==> config.mk <==
export PLATFORM = sky130hd
export DESIGN_NAME = axi_checker_full_rw
export DESIGN_NICKNAME = d
export VERILOG_FILES = /design/src/rtl/axi_checker_pkg.sv /design/src/rtl/axi_checker_sat_cnt.sv /design/src/rtl/axi_checker_full_rw.sv
export SDC_FILE = /design/constraint.sdc
export NUM_CORES = 1
export LEC_CHECK = 0
export BUFFER_PORTS_ARGS = -buffer_cell sky130_fd_sc_hd__buf_4
export CORE_MARGIN = 3
export CORE_UTILIZATION = 57
export DETAILED_ROUTE_END_ITERATION = 8
export GPL_TIMING_DRIVEN = 0
export HOLD_SLACK_MARGIN = 0.06
export PLACE_DENSITY = 0.92
export SLEW_MARGIN = 20
export SYNTH_ARGS = -nofsm -noshare
export SYNTH_HDL_FRONTEND = slang
export SYNTH_HIERARCHICAL = 1
export SYNTH_SLANG_ARGS = --single-unit
==> constraint.sdc <==
create_clock -name S_AXI_ACLK -period 5.5 [get_ports S_AXI_ACLK]
set_input_delay 0.55 -clock S_AXI_ACLK [delete_from_list [all_inputs] [get_ports S_AXI_ACLK]]
set_output_delay 0.55 -clock S_AXI_ACLK [all_outputs]
set_load 0.02 [all_outputs]
==> src/rtl/axi_checker_pkg.sv <==
// Shared types and constants for the AXI full read/write protocol checker.
package axi_checker_pkg;

  typedef enum logic [1:0] {
    W_IDLE = 2'd0,
    W_DATA = 2'd1,
    W_RESP = 2'd2
  } wr_state_t;

  typedef enum logic {
    R_IDLE = 1'b0,
    R_DATA = 1'b1
  } rd_state_t;

  localparam logic [1:0] RESP_OKAY   = 2'b00;
  localparam logic [1:0] RESP_SLVERR = 2'b10;

  // A burst is good only when WLAST lands on the beat index announced by AWLEN.
  function automatic logic [1:0] wlast_resp(input logic [8:0] beat, input logic [7:0] len);
    return (beat == {1'b0, len}) ? RESP_OKAY : RESP_SLVERR;
  endfunction

endpackage

==> src/rtl/axi_checker_sat_cnt.sv <==
// Statistics counter that sticks at all-ones instead of wrapping.
module axi_checker_sat_cnt #(
  parameter int CNT_WIDTH = 16
) (
  input  logic                 clk,
  input  logic                 reset,
  input  logic                 inc,
  output logic [CNT_WIDTH-1:0] count
);

  always_ff @(posedge clk) begin
    if (reset) begin
      count <= '0;
    end else if (inc && (count != '1)) begin
      count <= count + CNT_WIDTH'(1);
    end
  end

endmodule

==> src/rtl/axi_checker_full_rw.sv <==
// AXI4 slave that checks write-burst WLAST placement and serves reads with
// address-plus-beat data; independent single-outstanding write and read paths.
module axi_checker_full_rw
  import axi_checker_pkg::*;
#(
  parameter int AXI_ID_WIDTH   = 1,
  parameter int AXI_DATA_WIDTH = 32,
  parameter int AXI_ADDR_WIDTH = 6,
  parameter int CNT_WIDTH      = 16
) (
  input  logic                        S_AXI_ACLK,
  input  logic                        S_AXI_ARESET,
  // AW
  input  logic [AXI_ID_WIDTH-1:0]     S_AXI_AWID,
  input  logic [AXI_ADDR_WIDTH-1:0]   S_AXI_AWADDR,
  input  logic [7:0]                  S_AXI_AWLEN,
  input  logic                        S_AXI_AWVALID,
  output logic                        S_AXI_AWREADY,
  // W
  input  logic [AXI_DATA_WIDTH-1:0]   S_AXI_WDATA,
  input  logic [AXI_DATA_WIDTH/8-1:0] S_AXI_WSTRB,
  input  logic                        S_AXI_WLAST,
  input  logic                        S_AXI_WVALID,
  output logic                        S_AXI_WREADY,
  // B
  output logic [AXI_ID_WIDTH-1:0]     S_AXI_BID,
  output logic [1:0]                  S_AXI_BRESP,
  output logic                        S_AXI_BVALID,
  input  logic                        S_AXI_BREADY,
  // AR
  input  logic [AXI_ID_WIDTH-1:0]     S_AXI_ARID,
  input  logic [AXI_ADDR_WIDTH-1:0]   S_AXI_ARADDR,
  input  logic [7:0]                  S_AXI_ARLEN,
  input  logic                        S_AXI_ARVALID,
  output logic                        S_AXI_ARREADY,
  // R
  output logic [AXI_ID_WIDTH-1:0]     S_AXI_RID,
  output logic [AXI_DATA_WIDTH-1:0]   S_AXI_RDATA,
  output logic [1:0]                  S_AXI_RRESP,
  output logic                        S_AXI_RLAST,
  output logic                        S_AXI_RVALID,
  input  logic                        S_AXI_RREADY,
  // Statistics
  output logic [CNT_WIDTH-1:0]        WR_BURST_CNT,
  output logic [CNT_WIDTH-1:0]        RD_BURST_CNT,
  output logic [CNT_WIDTH-1:0]        WLAST_ERR_CNT
);

  // Handshake rule on every channel: a transfer happens on the rising edge
  // where VALID and READY are both 1; a source never drops VALID or changes
  // its payload until that edge, and READY/VALID from this block are registers.

  wr_state_t                   wr_state;
  logic [AXI_ID_WIDTH-1:0]     aw_id_q;
  logic [7:0]                  aw_len_q;
  logic [8:0]                  wr_beat;

  rd_state_t                   rd_state;
  logic [AXI_ID_WIDTH-1:0]     ar_id_q;
  logic [AXI_ADDR_WIDTH-1:0]   ar_addr_q;
  logic [7:0]                  ar_len_q;
  logic [8:0]                  rd_beat;
  logic [8:0]                  rd_beat_nxt;

  logic                        wr_done;
  logic                        err_done;
  logic                        rd_done;
  logic                        unused_wpayload;

  // Write payload is deliberately not inspected.
  assign unused_wpayload = ^{S_AXI_WDATA, S_AXI_WSTRB};

  assign S_AXI_BID   = aw_id_q;
  assign S_AXI_RID   = ar_id_q;
  assign S_AXI_RRESP = RESP_OKAY;
  assign rd_beat_nxt = rd_beat + 9'd1;

  // ---------------- write path ----------------
  always_ff @(posedge S_AXI_ACLK) begin
    if (S_AXI_ARESET) begin
      wr_state      <= W_IDLE;
      aw_id_q       <= '0;
      aw_len_q      <= '0;
      wr_beat       <= '0;
      S_AXI_AWREADY <= 1'b0;
      S_AXI_WREADY  <= 1'b0;
      S_AXI_BVALID  <= 1'b0;
      S_AXI_BRESP   <= RESP_OKAY;
    end else begin
      case (wr_state)
        W_IDLE: begin
          S_AXI_AWREADY <= 1'b1;
          if (S_AXI_AWVALID && S_AXI_AWREADY) begin
            aw_id_q       <= S_AXI_AWID;
            aw_len_q      <= S_AXI_AWLEN;
            wr_beat       <= '0;
            S_AXI_AWREADY <= 1'b0;
            S_AXI_WREADY  <= 1'b1;
            wr_state      <= W_DATA;
          end
        end
        W_DATA: begin
          // Without WLAST the burst simply keeps absorbing beats.
          if (S_AXI_WVALID && S_AXI_WREADY) begin
            wr_beat <= wr_beat + 9'd1;
            if (S_AXI_WLAST) begin
              S_AXI_WREADY <= 1'b0;
              S_AXI_BVALID <= 1'b1;
              S_AXI_BRESP  <= wlast_resp(wr_beat, aw_len_q);
              wr_state     <= W_RESP;
            end
          end
        end
        W_RESP: begin
          if (S_AXI_BREADY) begin
            S_AXI_BVALID  <= 1'b0;
            S_AXI_AWREADY <= 1'b1;
            wr_state      <= W_IDLE;
          end
        end
        default: begin
          S_AXI_AWREADY <= 1'b0;
          S_AXI_WREADY  <= 1'b0;
          S_AXI_BVALID  <= 1'b0;
          wr_state      <= W_IDLE;
        end
      endcase
    end
  end

  // ---------------- read path ----------------
  always_ff @(posedge S_AXI_ACLK) begin
    if (S_AXI_ARESET) begin
      rd_state      <= R_IDLE;
      ar_id_q       <= '0;
      ar_addr_q     <= '0;
      ar_len_q      <= '0;
      rd_beat       <= '0;
      S_AXI_ARREADY <= 1'b0;
      S_AXI_RVALID  <= 1'b0;
      S_AXI_RLAST   <= 1'b0;
      S_AXI_RDATA   <= '0;
    end else begin
      case (rd_state)
        R_IDLE: begin
          S_AXI_ARREADY <= 1'b1;
          if (S_AXI_ARVALID && S_AXI_ARREADY) begin
            ar_id_q       <= S_AXI_ARID;
            ar_addr_q     <= S_AXI_ARADDR;
            ar_len_q      <= S_AXI_ARLEN;
            rd_beat       <= '0;
            S_AXI_ARREADY <= 1'b0;
            S_AXI_RVALID  <= 1'b1;
            S_AXI_RDATA   <= AXI_DATA_WIDTH'(S_AXI_ARADDR);
            S_AXI_RLAST   <= (S_AXI_ARLEN == 8'd0);
            rd_state      <= R_DATA;
          end
        end
        R_DATA: begin
          if (S_AXI_RVALID && S_AXI_RREADY) begin
            if (S_AXI_RLAST) begin
              S_AXI_RVALID  <= 1'b0;
              S_AXI_RLAST   <= 1'b0;
              S_AXI_ARREADY <= 1'b1;
              rd_state      <= R_IDLE;
            end else begin
              // Nine-bit beat index so ARLEN=255 never wraps.
              rd_beat     <= rd_beat_nxt;
              S_AXI_RDATA <= AXI_DATA_WIDTH'(ar_addr_q) + AXI_DATA_WIDTH'(rd_beat_nxt);
              S_AXI_RLAST <= (rd_beat_nxt == {1'b0, ar_len_q});
            end
          end
        end
        default: begin
          S_AXI_ARREADY <= 1'b0;
          S_AXI_RVALID  <= 1'b0;
          S_AXI_RLAST   <= 1'b0;
          rd_state      <= R_IDLE;
        end
      endcase
    end
  end

  // ---------------- statistics ----------------
  assign wr_done  = S_AXI_BVALID && S_AXI_BREADY;
  assign err_done = wr_done && (S_AXI_BRESP == RESP_SLVERR);
  assign rd_done  = S_AXI_RVALID && S_AXI_RREADY && S_AXI_RLAST;

  axi_checker_sat_cnt #(.CNT_WIDTH(CNT_WIDTH)) u_wr_cnt (
    .clk   (S_AXI_ACLK),
    .reset (S_AXI_ARESET),
    .inc   (wr_done),
    .count (WR_BURST_CNT)
  );

  axi_checker_sat_cnt #(.CNT_WIDTH(CNT_WIDTH)) u_rd_cnt (
    .clk   (S_AXI_ACLK),
    .reset (S_AXI_ARESET),
    .inc   (rd_done),
    .count (RD_BURST_CNT)
  );

  axi_checker_sat_cnt #(.CNT_WIDTH(CNT_WIDTH)) u_err_cnt (
    .clk   (S_AXI_ACLK),
    .reset (S_AXI_ARESET),
    .inc   (err_done),
    .count (WLAST_ERR_CNT)
  );

endmodule

* After elaboration in Yosys (flattened, before gate mapping)
Cells that the tools add are included.
** Cells by class
- Add/subtract/negate cells :: 6
- Bitwise operators :: 4
- Reduce and logical (&&, ||, !) cells :: 25
- Eq/ne operators :: 16
- Muxes and demuxes :: 44
** Operators with widths (number)
- two-way mux 32 bit :: 3
- one-hot mux 32 bit (2 select lines) :: 1
- adder 16 x 1 -> 16 bit, second input constant :: 3
- != test 16 bit, second input constant :: 3
- two-way mux 9 bit :: 5
- one-hot mux 9 bit (2 select lines) :: 2
- two-way mux 1 bit :: 20
- adder 9 x 1 -> 9 bit, second input constant :: 2
- == test 9 x 8 -> 1 bit :: 2
- != test 2 bit, second input constant :: 7
- AND reduction 3 bit :: 4
- AND reduction 4 bit :: 3
- adder 6 x 9 -> 10 bit :: 1
- logical AND 1 bit :: 10
- two-way mux 2 bit :: 5
- AND reduction 2 bit :: 5
- one-hot mux 1 bit (3 select lines) :: 3
- logical NOT 8 bit :: 1
- one-hot mux 1 bit (2 select lines) :: 4
- one-hot mux 2 bit (3 select lines) :: 1
- == test 2 bit, second input constant :: 2
- inverter 1 bit :: 4
- == test 2 x 1 -> 1 bit, second input constant :: 1
- logical NOT 2 bit :: 1
- other kinds (2) :: 2
** Storage, ports and cells
- Bits in registers :: 133
- Input port bits :: 74

* Logic depth before layout (Yosys ltp)
Gate-level depths: netlist of the first run.
- Word-level depth :: 5
- Depth in mapped cells :: 11

* Cells and area by module
Netlist of the first run, hierarchy kept.
** Modules (own cells, without submodules)
- axi_checker_full_rw :: times used 1, sequential area each 1241.2 sq um, area an instance 3389.5 sq um, cells each 432
- axi_checker_sat_cnt :: times used 3, sequential area each 320.3 sq um, area an instance 848.3 sq um, cells each 99

* Least setup slack after synthesis of the first run
No wires, ideal clock.
- Kind :: register -> register
- Start point :: register rd_beat[2]
- End point :: register S_AXI_RDATA[7]
- Clock period less this slack :: 2.272 ns
- Arrival :: 2.153 ns
- Stages on the path, launching flop included :: 12
- Data required time :: 5.380 ns
- Setup slack :: 3.228 ns
- Buffers on the path :: 2
- Cells stage by stage :: dfxtp_1 buf_2 nand3_1 buf_2 xnor2_1 ha_1 nand2_1 o21ai_0 nor4_1 nor4_4 nor4b_1 a211o_1
** Between the ends
- Word-level cells in the longest chain between the ends :: 5
** RTL lines
- start: declaration :: RTL line axi_checker_full_rw.sv:62 : logic [8:0] rd_beat;
- start signal: assignment :: RTL line axi_checker_full_rw.sv:168 : rd_beat <= rd_beat_nxt;
- adder 9 x 1 -> 9 bit :: RTL line axi_checker_full_rw.sv:76 : assign rd_beat_nxt = rd_beat + 9'd1;
- adder 6 x 9 -> 10 bit :: RTL line axi_checker_full_rw.sv:169 : S_AXI_RDATA <= AXI_DATA_WIDTH'(ar_addr_q) + AXI_DATA_WIDTH'(rd_beat_nxt);
- two-way mux 32 bit :: RTL line axi_checker_full_rw.sv:161 : if (S_AXI_RLAST) begin
- two-way mux 32 bit :: RTL line axi_checker_full_rw.sv:160 : if (S_AXI_RVALID && S_AXI_RREADY) begin
- one-hot mux 32 bit (2 select lines) :: RTL line axi_checker_full_rw.sv:144 : case (rd_state)
- end signal: assignment :: RTL line axi_checker_full_rw.sv:154 : S_AXI_RDATA <= AXI_DATA_WIDTH'(S_AXI_ARADDR);
- end signal: assignment :: RTL line axi_checker_full_rw.sv:169
- end: declaration :: RTL line axi_checker_full_rw.sv:38 : output logic [AXI_DATA_WIDTH-1:0] S_AXI_RDATA,
Every way passes these cells. The select of a mux whose other input is x is not followed.
A chain may end at the register's enable or synchronous reset.

* Worst setup path in the final report of the first run
- Start point :: register rd_beat[0]
- End point :: register S_AXI_RDATA[7]
The elaborated chain is that of the path after synthesis.

==> results of run 1 <==
cells by family (layout without fill, tap and decap cells):
kind of cell | count (synthesis) | after routing | synth area share
muxes | 11 | 11 | 0.01940
adders and majority gates | 12 | 12 | 0.02657
other | 1 | 25 | 0.0006319
xor gates and xnor gates | 36 | 36 | 0.05440
and+or+nand+nor | 325 | 325 | 0.3045
DFF | 110 | 110 | 0.3711
buffers and inverters | 79 | 193 | 0.06789
AOI/OAI and AO/OA | 155 | 155 | 0.1556
stage by stage:
step                      total power, mW  cells  hold slack, ns
after floorplan                    0.9548    753          0.4406
after global placement              1.009    984          0.4449
after detailed placement            1.013    984          0.4499
after CTS                           1.523   1000          0.4029
after global routing                1.569   1000          0.4082
final                               1.514   1000          0.4175
cells in the mapped netlist (all sizes together) (4+ instances only):
cell type,n
nor3,22
ha,11
nand3b,6
buf,41
nand2,90
and3,6
dfxtp,110
xor2,12
or3,12
and4,9
o21a,4
mux2i,7
nor2,68
nand4,17
a211oi,6
inv,18
a22oi,6
nor2b,9
o31ai,19
mux2,4
nand3,31
a21oi,78
or4,22
nor4,17
o21ai,23
xnor2,24
clkbuf,20
sequential cells by signal, summed over array words and instances (netlist names), 6 cells and up:
| signal | count |
|---|---|
| aw_len_q | 8 |
| u_wr_cnt/count | 16 |
| wr_beat | 9 |
| S_AXI_RDATA | 10 |
| u_err_cnt/count | 16 |
| rd_beat | 9 |
| u_rd_cnt/count | 16 |
| ar_len_q | 8 |
| ar_addr_q | 6 |
worst max path at each step:
stage | start | to | slack [ns] | cells past startpoint
floorplan | rd_beat[2]$_SDFFE_PP0P_ | S_AXI_RDATA[7]$_SDFFE_PP0P_ | 3.23 | 11
global placement | rd_beat[2]$_SDFFE_PP0P_ | S_AXI_RDATA[7]$_SDFFE_PP0P_ | 2.88 | 11
detailed placement | rd_beat[2]$_SDFFE_PP0P_ | S_AXI_RDATA[7]$_SDFFE_PP0P_ | 2.84 | 11
CTS | rd_beat[2]$_SDFFE_PP0P_ | S_AXI_RDATA[7]$_SDFFE_PP0P_ | 2.82 | 11
global route | rd_beat[0]$_SDFFE_PP0P_ | S_AXI_RDATA[7]$_SDFFE_PP0P_ | 2.62 | 9
finish | rd_beat[0]$_SDFFE_PP0P_ | S_AXI_RDATA[7]$_SDFFE_PP0P_ | 2.76 | 9
layer usage:
layer,global-route usage,share of wire,vias to the layer above
li1,-,-,2853
met1,0.3047,0.42,2710
met2,0.4232,0.49,223
met3,0.03642,0.062,30
met4,0.08927,0.022,0
met5,0,0,-
cell usage in the layout, fill, tap and decap left out, types with 4 or more instances in the layout:
| master | instances |
|---|---|
| a211oi_1 | 6 |
| a21oi_1 | 77 |
| a22oi_1 | 6 |
| and3_1 | 6 |
| and4_1 | 9 |
| buf_1 | 6 |
| buf_2 | 10 |
| buf_4 | 123 |
| clkbuf_1 | 20 |
| clkbuf_8 | 11 |
| conb_1 | 25 |
| dfxtp_1 | 110 |
| ha_1 | 11 |
| inv_1 | 18 |
| mux2_2 | 4 |
| mux2i_1 | 7 |
| nand2_1 | 85 |
| nand2_2 | 5 |
| nand3_1 | 30 |
| nand3b_1 | 5 |
| nand4_1 | 13 |
| nor2_1 | 66 |
| nor2b_1 | 9 |
| nor3_1 | 22 |
| nor4_1 | 13 |
| nor4_4 | 4 |
| o21a_1 | 4 |
| o21ai_0 | 23 |
| o31ai_1 | 19 |
| or3_1 | 12 |
| or4_1 | 22 |
| xnor2_1 | 23 |
| xor2_1 | 12 |
where the power goes:
part | leakage (nW) | switching (mW) | internal [mW] | total [mW]
Clock | 0.112 | 0.277 | 0.241 | 0.518
Sequential | 0.890 | 0.0149 | 0.814 | 0.829
Combinational | 1.77 | 0.0994 | 0.0683 | 0.168
layout make-up:
| type | count | area (sq um) |
|---|---|---|
| multi-input cells | 564 | 3420 |
| fillers | 785 | 2813 |
| flip-flops and latches | 110 | 2202 |
| repair buffers | 98 | 735.7 |
| plain buffers | 61 | 335.3 |
| well taps | 133 | 166.4 |
| clock buffers | 11 | 151.4 |
| inverters | 18 | 67.56 |
| clock inverters | 5 | 63.81 |
worst max-delay path: stages (launching register included):
cell	delay, ns
dfxtp_1	0.49
ha_1	0.37
xor2_1	0.34
ha_1	0.34
nand2_1	0.09
o21ai_0	0.12
nor4_1	0.39
nor4_4	0.12
nor4b_1	0.28
a211o_1	0.13
==> reports/qor.txt, run 1 <==
==========================================================================================
Unique cell type count in the Yosys netlist .................................           59
Final clock skew ............................................................   0.01579 ns
Drt drc .....................................................................            0
X dimension of the die ......................................................     108.0 um
I/O pin total ...............................................................          166
Area of the core ............................................................   9955 sq um
Class of the tightest hold or removal check .................................    in -> reg
Count of warnings emitted by yosys ..........................................            6
IO Port Bufs ................................................................           98
Setup repair after global routing missed its margin .........................        false
Post-CTS Repair Setup Buffers ...............................................            0
Bufs on Longest Clock Path ..................................................            2
Pre-CTS worst setup slack ...................................................     2.838 ns
Total count of max-transition violations in the final report ................            0
Clock insertion delay at the later pin of the skew report ...................      0.37 ns
PostCTS Resize Cnt ..........................................................            0
Remaining max-slew budget at the tightest pin ...............................       0.5334
Placed inst area ............................................................   6927 sq um
Fmax ........................................................................    365.1 MHz
Finished Cell Area ..........................................................   7142 sq um
Endpoint of the worst hold path ............................................. S_AXI_RID$_SDFFE_PP0P_
Setup TNS ...................................................................         0 ns
Final-report hold violation count ...........................................            0
Count of routing violations after the opening detailed-route iteration ......          375
Layout cells sized above 1 ..................................................       0.2007
Routed length per placed instance ...........................................     14.32 um
Period Utilization, post-route ..............................................       0.4980
Leakage power summed over all cells .........................................     2.767 nW
Number of buffers created by CTS ............................................            9
Total Die Area ..............................................................  11670 sq um
Arr. time, crit path ........................................................      3.05 ns
Maximum Capacitance Violations ..............................................            0
Via-per-instance ratio ......................................................        5.816
Fraction of synthesis flops using an asynchronous set or reset pin ..........            0
Crit path required time .....................................................      5.81 ns
Total congestion overflow ...................................................            0
Worst min-delay path startpoint .............................................   S_AXI_ARID
Synth area leaders .......................................................... dfxtp_1, a21oi_1, nand2_1
Total routing resource utilization after global routing .....................       0.2430
Number of standard-cell rows in the floorplan ...............................           36
Largest net degree at the start of global routing ...........................           19
Final setup margin ..........................................................     2.761 ns
Biggest area consumer among synthesized cells ...............................      dfxtp_1
Count of antenna-violating nets left after detailed routing .................            0
Hold buffer count at cts ....................................................            0
Sequential area share after synthesis .......................................       0.3711
Detailed Route WL ...........................................................     14320 um
Clock net sink count ........................................................          110
Setup violation total in the final timing report ............................            0
Power density over the cells ................................................ 212.0 nW/um^2
Clk Tree Root Cell ..........................................................     clkbuf_8
Via count of the first global-routing pass ..................................         5206
Slew at the pin with the worst max-slew slack ...............................    0.6909 ns
Number of inserted diodes ...................................................            0
Reg2Reg Setup Slack .........................................................      2.76 ns
Post-synth top area share ...................................................       0.3711
Area of the mapped netlist ..................................................   5934 sq um
CTS tree ....................................................................          yes
Die outline height ..........................................................     108.0 um
Clock edge transition at the registers on the reported setup and hold paths .      0.11 ns
Primary flip-flop cell chosen by synthesis mapping ..........................      dfxtp_1
Htree depth .................................................................            3
Gate count of the mapped netlist ............................................          729
Routability Congestion ......................................................       0.9345
Depth of the worst hold-timing path .........................................            3
Crit path time final ........................................................     2.739 ns
Startpoint kind of the worst setup timing path ..............................     register
Number of register bits inferred by synthesis ...............................          110
Run status ..................................................................    completed
Detailed-placement wirelength estimate ......................................     10630 um
Area Overhead vs Synth ......................................................       20.35%
Worst ir drop on vdd ........................................................    0.1989 mV
Effective utilization at floorplan ..........................................       0.5962
Type of the setup path with the least slack .................................   reg -> reg
Number of flops mapped to enable cells by yosys .............................            0
Length in cells of the worst reg-to-reg path ................................            9
Category of the worst setup path capture point ..............................     register
Worst flop-to-flop path startpoint .......................................... rd_beat[0]$_SDFFE_PP0P_
Vias ........................................................................         5816
End of the worst register-to-register path .................................. S_AXI_RDATA[7]$_SDFFE_PP0P_
Global-route wire length before repair ......................................     23520 um
Post-route core utilization .................................................       0.7174
Peak fanout along the critical path .........................................            6
Average size of a mapped cell ...............................................  8.141 sq um
Nets@finish .................................................................          948
Number of iterations in the first detailed-routing pass .....................            5
Number of antenna violations at the first check in global routing ...........            0
==========================================================================================
No activity file was read; power rests on OpenSTA's default activity.
==> inputs of run 2 (changes only) <==
Settings changed: CORE_UTILIZATION 57 to 48, PLACE_DENSITY 0.92 to 0.83.
Clock period 5.5 ns to 2.25 ns, I/O delays scaled along.
==> run 2 against run 1 <==
Effect of this change: the run now ends with negative setup slack left; utilization down 8.3 points; wire length rose by 5.8%; via count shrank 0.46%; setup slack lost 2.8 ns; non-clock buffer count increased by 13; register-to-register slack got worse by 2.8 ns; largest power group unchanged; highest routed layer unchanged.
==> reports/qor.txt, run 2 (synthesis results as in run 1) <==
==========================================================================================
Run status .................................................................. finished with violations
Routed length per placed instance ...........................................     14.54 um
Count of routing violations after the opening detailed-route iteration ......          602
Total Die Area ..............................................................  13730 sq um
Global-route wire length before repair ......................................     23250 um
Power density over the cells ................................................ 521.7 nW/um^2
Htree depth .................................................................            3
Number of inserted diodes ...................................................            0
Setup violation total in the final timing report ............................            1
Bufs on Longest Clock Path ..................................................            2
GRT Max-Usage Layer .........................................................         met2
Clk Tree Root Cell ..........................................................    clkbuf_16
Leakage power summed over all cells .........................................     2.855 nW
Maximum Capacitance Violations ..............................................            0
Crit path required time .....................................................      2.49 ns
Met3 GRT Util ...............................................................      0.03033
Drt drc .....................................................................            0
Hold buffer count at cts ....................................................            0
Effective utilization at floorplan ..........................................       0.5046
Total routing resource utilization after global routing .....................       0.2097
Area of the core ............................................................  11760 sq um
Number of iterations in the first detailed-routing pass .....................            6
Depth of the worst hold-timing path .........................................            3
Clock edge transition at the registers on the reported setup and hold paths .      0.07 ns
Number of buffers created by CTS ............................................            9
Number of standard-cell rows in the floorplan ...............................           39
Nets@finish .................................................................          961
Count of antenna-violating nets left after detailed routing .................            0
Crit path time final ........................................................     2.258 ns
Library cell appearing most often on the critical path ......................        buf_6
Final-report hold violation count ...........................................            0
Final setup margin .......................................................... -0.007809 ns
Area Overhead vs Synth ......................................................       25.64%
Largest delay share family, worst path ...................................... simple AND/OR/NAND/NOR gates
Fmax ........................................................................    442.9 MHz
Worst ir drop on vdd ........................................................    0.3769 mV
Routability Congestion ......................................................       0.9145
Number of cells after detailed placement ....................................         1015
X dimension of the die ......................................................     117.2 um
Layout cells sized above 1 ..................................................       0.2301
Detailed Route WL ...........................................................     15150 um
Total count of max-transition violations in the final report ................            0
Levels on crit path .........................................................           11
Register cell area after layout .............................................   2208 sq um
Regs by FF count ............................................................ u_err_cnt/count: 16 flops, u_rd_cnt/count: 16 flops, u_wr_cnt/count: 16 flops
GR met2 Demand/Resource .....................................................       0.3431
Via-per-instance ratio ......................................................        5.556
Length in cells of the worst reg-to-reg path ................................           11
Violations in the final reports ............................................. negative setup slack
Class of the tightest hold or removal check .................................    in -> reg
Remaining max-slew budget at the tightest pin ...............................       0.5336
Post-route insts no fill ....................................................         1042
Final clock skew ............................................................  0.004956 ns
Type of the setup path with the least slack .................................   reg -> reg
Delay contributed by the slowest stage of the critical path .................      0.33 ns
Slowest library cell on the worst path ......................................       nor4_4
Reg2Reg Setup Slack .........................................................    -0.008 ns
Category of the worst setup path capture point ..............................     register
Detailed-placement wirelength estimate ......................................     10280 um
Total Power .................................................................     3.890 mW
CTS tree ....................................................................          yes
CP Cell Sequence ............................................................ buf_6 > nand3_4 > buf_6 > xnor2_2 > ha_4 > nand2_2 > o21ai_2 > nor4_2 > nor4_4 > nor4b_2 > a211o_1
Via count of the first global-routing pass ..................................         4903
Slew at the pin with the worst max-slew slack ...............................    0.6906 ns
Vias ........................................................................         5789
Clock insertion delay at the later pin of the skew report ...................      0.35 ns
Clock net sink count ........................................................          110
Total congestion overflow ...................................................            0
Number of antenna violations at the first check in global routing ...........            0
Die outline height ..........................................................     117.2 um
Startpoint kind of the worst setup timing path ..............................     register
Peak fanout along the critical path .........................................            6
Met1 track demand over resource .............................................       0.2823
Setup repair after global routing missed its margin .........................         true
Most frequent standard cell in the layout excluding fill and tap cells ......        buf_4
Combined buffer and inverter count along the critical path ..................            2
IO Port Bufs ................................................................           98
Arr. time, crit path ........................................................      2.50 ns
Multi-input combinational cell area .........................................   3540 sq um
I/O pin total ...............................................................          166
Most frequent cells in the layout ........................................... buf_4, dfxtp_1, nand2_1
Largest net degree at the start of global routing ...........................           16
Fill cell instance count of the final layout ................................         1010
Period Utilization, post-route ..............................................        1.003
==========================================================================================
## run 2: cell types whose count changed in the layout (fill, tap and decap cells not counted), moves of 3 or more
cell       before  now
clkbuf_8       11    1
buf_4         123  135
ha_4            0    4
ha_1           11    7
dfxtp_1       110  107
clkbuf_16       0    9
## run 2: final timing paths
check	start	end
hold reg to reg	S_AXI_BID$_SDFFE_PP0P_	S_AXI_BID$_SDFFE_PP0P_
setup / recovery	rd_beat[2]$_SDFFE_PP0P_	S_AXI_RDATA[7]$_SDFFE_PP0P_
setup reg to reg	rd_beat[2]$_SDFFE_PP0P_	S_AXI_RDATA[7]$_SDFFE_PP0P_
hold / removal	S_AXI_ARID	S_AXI_RID$_SDFFE_PP0P_
## run 2: worst min-delay path: stages
cell     delay [ns]
buf_4          0.10
nand2_1        0.04
a21oi_1        0.05
## run 2: power by group
| group | switching [mW] | internal, mW |
|---|---|---|
| logic | 0.249 | 0.172 |
| clock network | 0.674 | 0.767 |
| registers | 0.0391 | 1.99 |
## run 2: metal layers
| layer | wire length [um] | up-vias |
|---|---|---|
| li1 | - | 2878 |
| met1 | 6735 | 2652 |
| met2 | 7212 | 222 |
| met3 | 823 | 37 |
| met4 | 378 | 0 |
| met5 | 0 | - |
## run 2: metrics by stage
step | hold WS [ns] | setup slack, ns | TNS, ns | area (sq um) | utilization
finish | 0.1211 | -0.007809 | -0.007809 | 7456 | 0.6340
global route | 0.1145 | -0.1258 | -0.2732 | 7456 | 0.6340
CTS | 0.1101 | 0.01075 | 0 | 7311 | 0.6217
detailed placement | 0.4490 | -0.2757 | -1.001 | 6965 | 0.5923
global placement | 0.4450 | -0.2434 | -0.7523 | 6965 | 0.5923
floorplan | 0.3610 | 0.01359 | 0 | 6025 | -
## run 2: layout make-up
class	instances	share of cell area
plain buffers	61	0.04665
inverters	18	0.009062
flip-flops and latches	110	0.2962
clock inverters	2	0.001343
well taps	164	0.02752
multi-input cells	564	0.4747
repair buffers	111	0.1114
clock buffers	12	0.03306
## run 2: repair_timing
item / in CTS / in global routing
setup endpoints to repair: 6 / 7
cloned: 0 / 1
pin swaps: 2 / 3
hold endpoints to repair: 0 / 0
setup buffers: 2 / 10
gates resized for setup: 15 / 11
